--- config.mk ---
export PLATFORM = sky130hd
export DESIGN_NAME = fetch_stage_flat
export DESIGN_NICKNAME = d
export VERILOG_FILES = /design/src/rtl/fetch_stage_if.sv /design/src/rtl/fetch_stage.sv /design/src/flat_wrapper.sv
export SDC_FILE = /design/constraint.sdc
export NUM_CORES = 1
export LEC_CHECK = 0
export CORE_MARGIN = 4
export CORE_UTILIZATION = 46
export CTS_CLUSTER_DIAMETER = 150
export CTS_CLUSTER_SIZE = 16
export DETAILED_ROUTE_END_ITERATION = 10
export PLACE_DENSITY = 0.77
export SETUP_SLACK_MARGIN = 0.02
export SYNTH_ARGS = -nofsm -noshare
export SYNTH_HDL_FRONTEND = slang
export SYNTH_SLANG_ARGS = --single-unit
--- constraint.sdc ---
create_clock -name clk -period 3.3 [get_ports clk]
set_clock_uncertainty 0.05 [all_clocks]
set_input_delay 0.99 -clock clk [delete_from_list [all_inputs] [get_ports clk]]
set_output_delay 0.99 -clock clk [all_outputs]
set_load 0.01 [all_outputs]
--- src/rtl/fetch_stage_if.sv ---
// Instruction-memory request/ready bus between the fetch stage and imem.
// The fetch side holds req and addr steady until the memory answers with rdy.
interface fetch_stage_if;
  logic        req;
  logic [15:0] addr;
  logic        rdy;
  logic [15:0] data;

  modport master (output req, output addr, input rdy, input data);
  modport slave  (input req, input addr, output rdy, output data);
endinterface

--- src/rtl/fetch_stage.sv ---
// Instruction-fetch stage: issues imem requests at the PC, owns the IF/ID
// register, and handles hazard stalls, branch flushes and HLT.
module fetch_stage #(
  parameter logic [15:0] NOP_INSTR = 16'h0000,
  parameter logic [3:0]  HALT_OP   = 4'hF
) (
  input  logic               clk,
  input  logic               rst,
  input  logic [15:0]        pc_addr,
  output logic               pc_advance,
  input  logic               stall,
  input  logic               flush,
  fetch_stage_if.master      imem,
  output logic [15:0]        if_id_instr,
  output logic [15:0]        if_id_pc_plus2,
  output logic               if_id_valid,
  output logic               halted,
  output logic               fetch_busy
);

  typedef enum logic [1:0] {
    IDLE,
    REQ,
    HOLD,
    HALT
  } state_t;

  state_t      state;
  state_t      next_state;
  logic        kill;
  logic        next_kill;
  logic [15:0] req_addr;
  logic [15:0] buf_instr;
  logic [15:0] buf_pc_plus2;

  logic        accept;
  logic        load_buf;
  logic [15:0] accept_instr;
  logic [15:0] accept_pc_plus2;

  // kill marks a request whose answer must be thrown away because a flush
  // arrived before the memory responded; the bus is never aborted mid-access.
  always_comb begin
    next_state      = state;
    next_kill       = kill;
    imem.req        = 1'b0;
    imem.addr       = 16'h0000;
    pc_advance      = 1'b0;
    accept          = 1'b0;
    load_buf        = 1'b0;
    accept_instr    = buf_instr;
    accept_pc_plus2 = buf_pc_plus2;

    case (state)
      IDLE: begin
        next_state = REQ;
      end

      REQ: begin
        imem.req  = 1'b1;
        imem.addr = kill ? req_addr : pc_addr;
        if (imem.rdy) begin
          if (kill) begin
            next_kill = 1'b0;
          end else if (flush) begin
            next_state = REQ;
          end else if (stall) begin
            load_buf   = 1'b1;
            next_state = HOLD;
          end else begin
            accept          = 1'b1;
            accept_instr    = imem.data;
            accept_pc_plus2 = pc_addr + 16'd2;
          end
        end else if (flush) begin
          next_kill = 1'b1;
        end
      end

      HOLD: begin
        if (flush) begin
          next_state = REQ;
        end else if (!stall) begin
          accept = 1'b1;
        end
      end

      HALT: begin
        if (flush) begin
          next_state = REQ;
        end
      end

      default: begin
        next_state = IDLE;
      end
    endcase

    if (accept) begin
      pc_advance = 1'b1;
      next_state = (accept_instr[15:12] == HALT_OP) ? HALT : REQ;
    end
  end

  assign halted     = (state == HALT);
  assign fetch_busy = imem.req & ~imem.rdy;

  // req_addr shadows the address of the access in flight so that a killed
  // request keeps presenting its original address after the PC is redirected.
  always_ff @(posedge clk or posedge rst) begin
    if (rst) begin
      state        <= IDLE;
      kill         <= 1'b0;
      req_addr     <= 16'h0000;
      buf_instr    <= NOP_INSTR;
      buf_pc_plus2 <= 16'h0000;
    end else begin
      state <= next_state;
      kill  <= next_kill;
      if (state == REQ && !kill) begin
        req_addr <= pc_addr;
      end
      if (load_buf) begin
        buf_instr    <= imem.data;
        buf_pc_plus2 <= pc_addr + 16'd2;
      end
    end
  end

  // IF/ID: flush beats everything, then a newly accepted instruction, then
  // a stall hold; any other cycle inserts a bubble.
  always_ff @(posedge clk or posedge rst) begin
    if (rst) begin
      if_id_instr    <= NOP_INSTR;
      if_id_pc_plus2 <= 16'h0000;
      if_id_valid    <= 1'b0;
    end else if (flush) begin
      if_id_instr <= NOP_INSTR;
      if_id_valid <= 1'b0;
    end else if (accept) begin
      if_id_instr    <= accept_instr;
      if_id_pc_plus2 <= accept_pc_plus2;
      if_id_valid    <= 1'b1;
    end else if (!stall) begin
      if_id_instr <= NOP_INSTR;
      if_id_valid <= 1'b0;
    end
  end

endmodule

--- src/flat_wrapper.sv ---
// flat-port wrapper written by rule: the top's interface ports become plain ports
module fetch_stage_flat 
#(
  parameter logic [15:0] NOP_INSTR = 16'h0000,
  parameter logic [3:0]  HALT_OP   = 4'hF
)
  (clk, rst, pc_addr, pc_advance, stall, flush, if_id_instr, if_id_pc_plus2, if_id_valid, halted, fetch_busy, imem_req, imem_addr, imem_rdy, imem_data);
  fetch_stage_if imem_i ();
  input  logic clk;
  input  logic rst;
  input  logic [15:0] pc_addr;
  output logic pc_advance;
  input  logic stall;
  input  logic flush;
  output logic [15:0] if_id_instr;
  output logic [15:0] if_id_pc_plus2;
  output logic if_id_valid;
  output logic halted;
  output logic fetch_busy;
  output wire logic [$bits(imem_i.req)-1:0] imem_req;
  output wire logic [$bits(imem_i.addr)-1:0] imem_addr;
  input wire logic [$bits(imem_i.rdy)-1:0] imem_rdy;
  input wire logic [$bits(imem_i.data)-1:0] imem_data;
  assign imem_req = imem_i.req;
  assign imem_addr = imem_i.addr;
  assign imem_i.rdy = imem_rdy;
  assign imem_i.data = imem_data;
  fetch_stage #(.NOP_INSTR(NOP_INSTR), .HALT_OP(HALT_OP)) u_core (.clk(clk), .rst(rst), .pc_addr(pc_addr), .pc_advance(pc_advance), .stall(stall), .flush(flush), .imem(imem_i), .if_id_instr(if_id_instr), .if_id_pc_plus2(if_id_pc_plus2), .if_id_valid(if_id_valid), .halted(halted), .fetch_busy(fetch_busy));
endmodule
### After elaboration in Yosys (flattened, before gate mapping)

Index checks and enable logic that the tools add are counted.

* word-level logic and storage cells: 68
* bits of input ports: 37
* register bits: 84

* multiplexer cells: 39
* reductions and logical operators: 8
* bitwise operators: 3
* eq/ne operators: 9
* add/sub/neg operators: 1

Operators by type and width (number)
* $mux 16: 14
* $add 16x2->16 const B: 1
* $mux 1: 16
* $mux 2: 7
* $ne 3x1->1 const B: 2
* $pmux 2 s3: 1
* $eq 2x2->1 const B: 2
* $eq 4x4->1 const B: 1
* $ne 4x3->1 const B: 1
* $reduce_and 2->1: 2
* $reduce_and 4->1: 1
* $ne 3x2->1 const B: 1
* $ne 3x3->1 const B: 1
* $eq 2x1->1 const B: 1
* $logic_not 2->1: 1
* $not 1->1: 2
* $pmux 1 s2: 1
* $reduce_bool 2->1: 1
* $reduce_or 2->1: 1
* $and 1x1->1: 1
* $logic_and 1x1->1: 1
* $logic_not 1->1: 1

### Depth between registers and ports, before layout

Gate-level depths: netlist of the first run.

* depth in word-level cells: 8
* mapped depth: 9

### Least setup slack after synthesis of the first run

OpenSTA, ideal clock, no wires.

* path type: input port to output port
* from: input port imem_rdy
* to: output port pc_advance
* path slack: 0.418 ns
* data required time: 2.260 ns
* cell stages on the path: 5
* buffers on the path: 2
* arrival: 1.842 ns
* path through: buf_2 a21oi_1 or4_1 buf_2 clkinv_2

* longest elaborated chain between the ends: 3

Ends and longest elaborated chain
* start: declaration: RTL line flat_wrapper.sv:22 `input wire logic [$bits(imem_i.rdy)-1:0] imem_rdy;`
* $mux 1: RTL line fetch_stage.sv:62 `if (imem.rdy) begin`
* $pmux 1 s2: RTL line fetch_stage.sv:54 `case (state)`
* $mux 1: RTL line fetch_stage.sv:99 `if (accept) begin`
* end: declaration: RTL line flat_wrapper.sv:12 `output logic pc_advance;`

Every way passes these cells.

### Final worst setup path of the first run

* from: input port pc_addr[1]
* to: output port imem_addr[1]

* longest elaborated chain between the ends: 2

Ends and longest elaborated chain
* start: declaration: RTL line flat_wrapper.sv:11 `input logic [15:0] pc_addr;`
* $mux 16: RTL line fetch_stage.sv:61 `imem.addr = kill ? req_addr : pc_addr;`
* $mux 16: RTL line fetch_stage.sv:54
* end: declaration: RTL line flat_wrapper.sv:21 `output wire logic [$bits(imem_i.addr)-1:0] imem_addr;`

Every way passes these cells.

==> run summary, run 1 <==
Initial DRT Pass Iterations: 4
Post-route clock period utilization: 0.983
First-pass GRT wire length: 16.2 mm
Setup repair bufs after CTS: 0
Leading post-synthesis cells by cell area: dfrtp_1 (51%), nand2_1 (9.7%), mux2i_1 (8.3%)
Overall Global Routing Usage: 0.196
Layout area overhead: 33.2%
RSZ-0062 raised after global routing: false
Clk root buf: clkbuf_8
Synth Area in XOR/XNOR: 0.0257
Final worst setup slack: 0.0548 ns
Largest net degree at the start of global routing: 48
Hold Path Class: reg2reg
Layout Cells excl Fill: 638
CTS Buf Count: 9
Placeable Area: 8680 µm²
Die Width: 102 µm
Seq cells post-synth: 84
CP peak stage delay: 0.54 ns
Synth Net Count: 459
Int Pwr: 2.67 mW
Initial antenna violation count: 0
Slew Limit Fails: 0
Max-Cap Viols: 0
# setup viols final: 0
Vias: 3364
Clock buffer depth: 2
RD Place Congestion: 0.879
Post-synth top area share: 0.514
H-tree levels: 3
Clock transition at path regs: 0.08 ns
Main flop type after synthesis: dfrtp_1
# diodes: 0
DR DRC count: 0
Simple-Gate Fraction of Synth Area: 0.193
Dpl hpwl: 7.01 mm
TritonCTS Sinks: 84
Reg2Reg Setup Slack: 1.20 ns
Drt wl/cell: 15.1 µm
Leakage power: 2.73 nW
Status: completed
Starting density of the core: 0.472
Vias per cell: 5.27
Clock power share: 0.168
# rows: 34
Dpl ws: -0.374 ns
Startpoint type of the worst setup path: input pin
Final Critical Period: 3.25 ns
Fillers: 741
Grt total ovfl: 0
Mux cell area share after synthesis: 0.130
Ports: 90
Fraction of layout instances using a drive strength above 1: 0.140
Largest area contributor in the netlist: dfrtp_1
Register area share after synthesis: 0.514
Cells after Synth: 418
Cell mode on critical path: clkdlybuf4s50_1
CTS tree: yes
Worst-margin pin slew: 0.660 ns
Mapped cell area: 4090 µm²
Nature of the critical path endpoint: primary output
Crit path max-delay cell type: clkdlybuf4s50_1
Psw: 1.42 mW
Post-synth ARST share: 1.00
ANT nets after route: 0
Syn Area/Cell: 9.79 µm²
Sw Share: 0.348
Initial drt markers: 202
Die ar.: 10500 µm²
Nets: 566
Sequential cell fraction of total power: 0.406
WL final: 9.64 mm
Critical Path Fanout Max: 2
Setup_tns: 0 ns
IO buf count: 89
Max VDD drop: 0.523 mV
Hold Vio Cnt, Final: 0
Synth Area in Adders: 0.0122
Crit Path Class: in2out
Distinct cells, synth: 36
Rel. slew slack: 0.559
Synth Area in Compound Gates: 0.0926
Number of global-route vias before repair: 3474
CP required: 2.26 ns
Crit path buf inv count: 2
Max Clock Freq: 308 MHz
Yosys warning total: 0
Die H: 102 µm
WP data arrival: 2.21 ns
Comb power frac: 0.426
PostCTS Resize Cnt: 12
Largest family of logic cells by synthesized area: simple AND/OR/NAND/NOR gates
Crit path cell chain: clkdlybuf4s50_1 -> mux2i_1 -> nor2b_1 -> clkdlybuf4s50_1
Number of synthesized flops with an enable pin: 0
Post-CTS Hold Buffers: 0
Placed insts: 622
Cell family with most CP delay: buffers and inverters
Worst-Skew Late Latency: 0.36 ns
Power per cell area: 750 nW/µm²
power groups by stage:
stage / clock network (mW) / registers (mW) / logic [mW]
after floorplan: 0 / 1.67 / 1.04
after global placement: 0 / 1.66 / 1.76
after detailed placement: 0 / 1.68 / 1.80
after CTS: 0.706 / 1.66 / 1.79
after global routing: 0.758 / 1.71 / 1.93
final: 0.687 / 1.66 / 1.74
state kept, by name, indices dropped and copies added (netlist names):
| name | cells |
|---|---|
| u_core.buf_instr | 16 |
| u_core.kill | 1 |
| u_core.if_id_instr | 16 |
| u_core.if_id_valid | 1 |
| u_core.buf_pc_plus2 | 16 |
| u_core.if_id_pc_plus2 | 16 |
| u_core.req_addr | 16 |
| u_core.state | 2 |
Yosys cell counts (2+ instances only):
master / n
nand2_1: 106
dfrtp_1: 84
mux2i_1: 34
o21ai_0: 34
nor2_1: 19
nor2b_1: 18
mux2_2: 17
clkbuf_1: 13
buf_2: 9
nand3_1: 8
xor2_1: 8
a21o_1: 7
nand4_1: 7
a21oi_1: 6
and3_1: 5
o21ai_1: 5
a211oi_2: 4
ha_1: 4
xnor2_1: 4
a211oi_1: 3
inv_1: 3
nand2b_1: 3
a31oi_1: 2
and4_1: 2
buf_6: 2
final timing paths:
path | start | end | depth (start not counted)
hold / removal | u_core.if_id_pc_plus2[8] | u_core.if_id_pc_plus2[8] | 1
hold reg to reg | u_core.if_id_pc_plus2[8] | u_core.if_id_pc_plus2[8] | 1
max in group asynchronous | rst | u_core.req_addr[3] | 3
min in group asynchronous | rst | u_core.if_id_instr[3] | 2
setup / recovery | pc_addr[1] | imem_addr[1] | 4
setup reg to reg | u_core.state[1] | u_core.if_id_pc_plus2[10] | 8
kinds of logic (layout without fill, tap and decap cells):
kind of cell / count (synthesis) / in the layout
adders and majority gates: 4 / 4
xor gates and xnor gates: 12 / 12
AOI/OAI and AO/OA: 63 / 63
DFF: 84 / 84
muxes: 51 / 51
buffers and inverters: 29 / 141
and+or+nand+nor: 175 / 175
placed cells by master, fill, tap and decap left out, types with 2 or more instances in the layout:
| cell | count |
|---|---|
| nand2_1 | 106 |
| dfrtp_1 | 84 |
| clkdlybuf4s50_1 | 71 |
| o21ai_0 | 34 |
| mux2i_1 | 34 |
| buf_4 | 31 |
| nor2_1 | 19 |
| nor2b_1 | 18 |
| mux2_2 | 17 |
| clkbuf_8 | 10 |
| dlymetal6s2s_1 | 10 |
| nand3_1 | 8 |
| xor2_1 | 8 |
| nand4_1 | 7 |
| a21o_1 | 7 |
| dlygate4sd2_1 | 7 |
| a21oi_1 | 6 |
| and3_1 | 5 |
| o21ai_1 | 5 |
| xnor2_1 | 4 |
| a211oi_2 | 4 |
| ha_1 | 4 |
| clkinv_2 | 3 |
| nand2b_1 | 3 |
| a211oi_1 | 3 |
| clkinv_4 | 3 |
| and4_1 | 2 |
| inv_1 | 2 |
| a31oi_1 | 2 |
stage by stage:
| stage | utilization | hold WS [ns] | cell area, µm² | power (mW) |
|---|---|---|---|---|
| after floorplan | - | 0.390 | 4090 | 2.71 |
| after global placement | 0.605 | 0.404 | 5250 | 3.42 |
| after detailed placement | 0.605 | 0.410 | 5250 | 3.48 |
| after CTS | 0.625 | 0.430 | 5430 | 4.16 |
| after global routing | 0.628 | 0.452 | 5450 | 4.40 |
| final | 0.628 | 0.429 | 5450 | 4.09 |
area by class of cell:
type	instances	area [µm²]	share of cell area
repair buffers	121	1150	0.212
well taps	108	135	0.0248
clock buffers	10	138	0.0252
inverters	4	17.5	0.00321
flip-flops and latches	84	2100	0.385
multi-input cells	305	1860	0.341
clock inverters	6	47.5	0.00872
layer usage:
layer  routed length [µm]  share of wire  vias up  global-route usage
met5                    0              0        -                   0
met4                  203          0.021        0              0.0777
met3                  648          0.067       15              0.0416
met2                 4390           0.46       99               0.311
met1                 4390           0.46     1624               0.262
li1                     -              -     1626                   -
Note: power is estimated with default switching activity, not from simulation.
==> inputs of run 2 (changes only) <==
- CTS_CLUSTER_DIAMETER: 150 -> not set
- MAX_ROUTING_LAYER: not set -> met4
- SKIP_CTS_REPAIR_TIMING: not set -> 1
==> run summary, run 2 (synthesis results as in run 1) <==
Status: completed (unchanged)
Clk root buf: clkbuf_8 (unchanged)
Hold path depth: 1 (unchanged)
Clock buffer depth: 2 (unchanged)
Fraction of layout instances using a drive strength above 1: 0.138 (was 0.140)
IO buf count: 89 (unchanged)
Initial drt markers: 190 (was 202)
Total power: 4.11 mW (was 4.09 mW)
Final instance area: 5480 µm² (was 5450 µm²)
Sequential cell area: 2100 µm² (unchanged)
Overall Global Routing Usage: 0.202 (was 0.196)
Final Critical Period: 3.25 ns (about the same)
Initial DRT Pass Iterations: 6 (was 4)
Hold Path Class: reg2reg (unchanged)
Vias: 3377 (was 3364)
Placeable Area: 8680 µm² (unchanged)
Leakage power: 2.81 nW (was 2.73 nW)
Post-route clock period utilization: 0.984 (was 0.983)
TritonCTS Sinks: 84 (unchanged)
CTS tree: yes (unchanged)
Hold Vio Cnt, Final: 0 (unchanged)
CP peak stage delay: 0.56 ns (was 0.54 ns)
Worst-Skew Late Latency: 0.36 ns (about the same)
DR DRC count: 0 (unchanged)
Clock transition at path regs: 0.08 ns (about the same)
ANT nets after route: 0 (unchanged)
Max VDD drop: 0.533 mV (was 0.523 mV)
Reg2Reg Depth: 8 (unchanged)
Die ar.: 10500 µm² (unchanged)
Fillers: 732 (was 741)
Largest net degree at the start of global routing: 48 (unchanged)
Layout area overhead: 34.0% (was 33.2%)
Nets: 566 (unchanged)
Dpl hpwl: 7.01 mm (unchanged)
H-tree levels: 3 (unchanged)
Die Width: 102 µm (unchanged)
RD Place Congestion: 0.894 (was 0.879)
Ports: 90 (unchanged)
WP data arrival: 2.21 ns (about the same)
Die H: 102 µm (unchanged)
WL final: 9.76 mm (was 9.64 mm)
Max-Cap Viols: 0 (unchanged)
Initial antenna violation count: 0 (unchanged)
Slew Limit Fails: 0 (unchanged)
Commonest non-fill, non-tap cell in the layout: nand2_1 (unchanged)
First-pass GRT wire length: 16.2 mm (about the same)
Crit path max-delay cell type: or4_4 (was clkdlybuf4s50_1)
Final worst setup slack: 0.0515 ns (was 0.0548 ns)
Setup_tns: 0 ns (unchanged)
Crit path cell chain: clkdlybuf4s50_1 -> or4_4 -> clkinv_2 -> dlymetal6s2s_1 (was clkdlybuf4s50_1 -> mux2i_1 -> nor2b_1 -> clkdlybuf4s50_1)
Power per cell area: 750 nW/µm² (about the same)
Rel. slew slack: 0.558 (was 0.559)
Vias per cell: 5.29 (was 5.27)
Hold slack: 0.430 ns (was 0.429 ns)
# setup viols final: 0 (unchanged)
Crit Path Class: in2out (unchanged)
Starting density of the core: 0.472 (unchanged)
Drt wl/cell: 15.3 µm (was 15.1 µm)
Grt total ovfl: 0 (unchanged)
# rows: 34 (unchanged)
CP required: 2.26 ns (about the same)
Most frequent cells in the layout: nand2_1 (106), dfrtp_1 (84), clkdlybuf4s50_1 (72) (was nand2_1 (106), dfrtp_1 (84), clkdlybuf4s50_1 (71))
Startpoint type of the worst setup path: input pin (unchanged)
CTS Buf Count: 9 (unchanged)
Area of the multi-input gates: 1860 µm² (unchanged)
Placed Area: 5250 µm² (unchanged)
Max Clock Freq: 308 MHz (about the same)
Worst-margin pin slew: 0.662 ns (was 0.660 ns)
Critical Path Fanout Max: 2 (unchanged)
RSZ-0062 raised after global routing: true (was false)
# diodes: 0 (unchanged)
Nature of the critical path endpoint: primary output (unchanged)
Dpl ws: -0.374 ns (unchanged)
Number of global-route vias before repair: 3479 (was 3474)
run 2: where the power goes:
part / switching (mW) / leakage (nW) / internal, mW
registers: 0.225 / 1.06 / 1.44
logic: 0.813 / 1.65 / 0.951
clock network: 0.390 / 0.0928 / 0.299
total: 1.43 / 2.81 / 2.69
run 2: cell type report:
cell class,instances,share of cell area
tap,108,0.0246
clock inverter,6,0.00867
sequential,84,0.383
timing repair buffer,121,0.216
multi-input combinational,305,0.339
clock buffer,10,0.0251
inverter,4,0.00319
run 2: final timing paths:
check | start | endpoint | slack, ns
min reg2reg | u_core.if_id_pc_plus2[8] | u_core.if_id_pc_plus2[8] | 0.43
max in group asynchronous | rst | u_core.req_addr[3] | 1.56
min in group asynchronous | rst | u_core.if_id_instr[3] | 0.98
min | u_core.if_id_pc_plus2[8] | u_core.if_id_pc_plus2[8] | 0.43
max | stall | pc_advance | 0.05
max reg2reg | u_core.state[1] | u_core.if_id_pc_plus2[10] | 1.20
run 2: routing by layer:
| metal | global-route usage | vias up | wire length, µm | share of wire |
|---|---|---|---|---|
| li1 | - | 1621 | - | - |
| met1 | 0.267 | 1621 | 4440 | 0.46 |
| met2 | 0.312 | 121 | 4480 | 0.46 |
| met3 | 0.0403 | 14 | 661 | 0.068 |
| met4 | 0.0686 | 0 | 176 | 0.018 |
| met5 | - | - | 0 | 0 |
run 2: worst max-delay path, delay by kind of cell:
kind	cells	cell delay (ns)
simple gates	1	0.56
buf+inv	3	0.66
run 2: per-stage QoR:
step            util  instances
5_1_grt        0.632        638
3_3_place_gp   0.605        622
3_5_place_dp   0.605        622
4_1_cts        0.627        638
6_report       0.632        638
2_1_floorplan      -        418
==> inputs of run 3 (changes only) <==
- clock period: 3.3 -> 2.7 ns (I/O delays scaled with it)
==> run summary, run 3 (synthesis results as in run 1) <==
Total power: 5.32 mW (was 4.11 mW)
ANT nets after route: 0 (unchanged)
Hold Path Class: reg2reg (unchanged)
Placeable Area: 8680 µm² (unchanged)
Hold Vio Cnt, Final: 0 (unchanged)
Placed Area: 5320 µm² (was 5250 µm²)
CTS Buf Count: 9 (unchanged)
Rel. slew slack: 0.623 (was 0.558)
Initial drt markers: 138 (was 190)
Overall Global Routing Usage: 0.204 (was 0.202)
Final instance area: 5630 µm² (was 5480 µm²)
Final Critical Period: 2.72 ns
Dpl ws: -0.598 ns (was -0.374 ns)
Startpoint type of the worst setup path: flop (was input pin)
Violated checks: setup timing
Grt total ovfl: 0 (unchanged)
Fraction of layout instances using a drive strength above 1: 0.151 (was 0.138)
Final design utilization: 0.649 (was 0.632)
# rows: 34 (unchanged)
CTS tree: yes (unchanged)
Dpl hpwl: 7.27 mm (was 7.01 mm)
Crit Path Class: reg2out (was in2out)
Clock buffer depth: 2 (unchanged)
WL final: 10.2 mm (was 9.76 mm)
Layout area overhead: 37.6% (was 34.0%)
Nature of the critical path endpoint: primary output (unchanged)
IO buf count: 89 (unchanged)
Die ar.: 10500 µm² (unchanged)
Most frequent cells in the layout: nand2_1 (106), dfrtp_1 (83), clkdlybuf4s50_1 (67) (was nand2_1 (106), dfrtp_1 (84), clkdlybuf4s50_1 (72))
# diodes: 0 (unchanged)
Clk root buf: clkbuf_8 (unchanged)
WP data arrival: 1.86 ns (was 2.21 ns)
Worst-margin pin slew: 0.565 ns (was 0.662 ns)
Initial antenna violation count: 0 (unchanged)
Max-Cap Viols: 0 (unchanged)
Leakage power: 2.90 nW (was 2.81 nW)
DR DRC count: 0 (unchanged)
Power per cell area: 944 nW/µm² (was 750 nW/µm²)
Nets: 571 (was 566)
Clock transition at path regs: 0.09 ns (was 0.08 ns)
H-tree levels: 3 (unchanged)
Slew Limit Fails: 0 (unchanged)
CP required: 1.84 ns (was 2.26 ns)
Vias: 3409 (was 3377)
Commonest non-fill, non-tap cell in the layout: nand2_1 (unchanged)
Final worst setup slack: -0.0225 ns (was 0.0515 ns)
Ports: 90 (unchanged)
Worst-Skew Late Latency: 0.35 ns (was 0.36 ns)
Starting density of the core: 0.472 (unchanged)
Largest net degree at the start of global routing: 44 (was 48)
Max Clock Freq: 367 MHz
TritonCTS Sinks: 84 (unchanged)
Initial DRT Pass Iterations: 4 (was 6)
Status: finished, violations left (was completed)
# setup viols final: 1 (was 0)
Critical Path Fanout Max: 4 (was 2)
Number of global-route vias before repair: 3446 (was 3479)
First-pass GRT wire length: 16.5 mm (was 16.2 mm)
RSZ-0062 raised after global routing: true (unchanged)
Post-route clock period utilization: 1.01
Vias per cell: 5.30 (was 5.29)
Die H: 102 µm (unchanged)
RD Place Congestion: 0.819 (was 0.894)
Drt wl/cell: 15.8 µm (was 15.3 µm)
Max VDD drop: 0.547 mV (was 0.533 mV)
Die Width: 102 µm (unchanged)
[run 3: cell count changes in the layout (fill, tap and decap cells not counted), moves of 3 or more]
cell,delta
buf_12,+3
clkdlybuf4s50_1,-5
clkinv_4,-3
dlymetal6s2s_1,+4
[run 3: worst paths after layout]
kind / from / to / slack [ns] / depth (start not counted)
worst max-delay path: u_core.state[0] / pc_advance / -0.02 / 5
worst min-delay path: u_core.buf_instr[6] / u_core.buf_instr[6] / 0.43 / 2
worst max register to register: u_core.state[0] / u_core.if_id_pc_plus2[10] / 0.59 / 6
worst min register to register: u_core.buf_instr[6] / u_core.buf_instr[6] / 0.43 / 2
max in group asynchronous: rst / u_core.buf_instr[11] / 1.24 / 3
min in group asynchronous: rst / u_core.if_id_pc_plus2[7] / 0.81 / 2
[run 3: power by group]
group | switching (mW) | leakage (nW) | internal, mW
Clock | 0.450 | 0.116 | 0.598
Sequential | 0.293 | 1.06 | 1.76
Combinational | 1.03 | 1.72 | 1.19
Total | 1.77 | 2.90 | 3.55
[run 3: worst max-delay path: stages, from the launching register on]
cell      delay (ns)
dfrtp_2         0.42
inv_1           0.06
ha_1            0.29
or4_4           0.55
clkinv_2        0.06
clkbuf_2        0.12
[run 3: final cells by class]
type                            count  area, µm²
Multi-Input combinational cell    305       1870
Tap cell                          108        135
Sequential cell                    84       2100
Fill cell                         707       3050
Inverter                            4       20.0
Timing Repair Buffer              126       1270
Clock inverter                      3       67.6
Clock buffer                       13        169
[run 3: per-stage QoR]
stage          hold slack [ns]  TNS, ns  instances
2_1_floorplan            0.390        0        418
3_3_place_gp             0.404    -3.92        626
3_5_place_dp             0.412    -4.01        626
4_1_cts                  0.432    -4.26        642
5_1_grt                  0.445  -0.0990        643
6_report                 0.430  -0.0225        643
[run 3: layer usage]
metal / vias up / track usage / wire, µm
met5: - / - / 0
met4: 0 / 0.0646 / 137
met3: 13 / 0.0375 / 673
met2: 116 / 0.313 / 4740
met1: 1654 / 0.276 / 4600
li1: 1626 / - / -
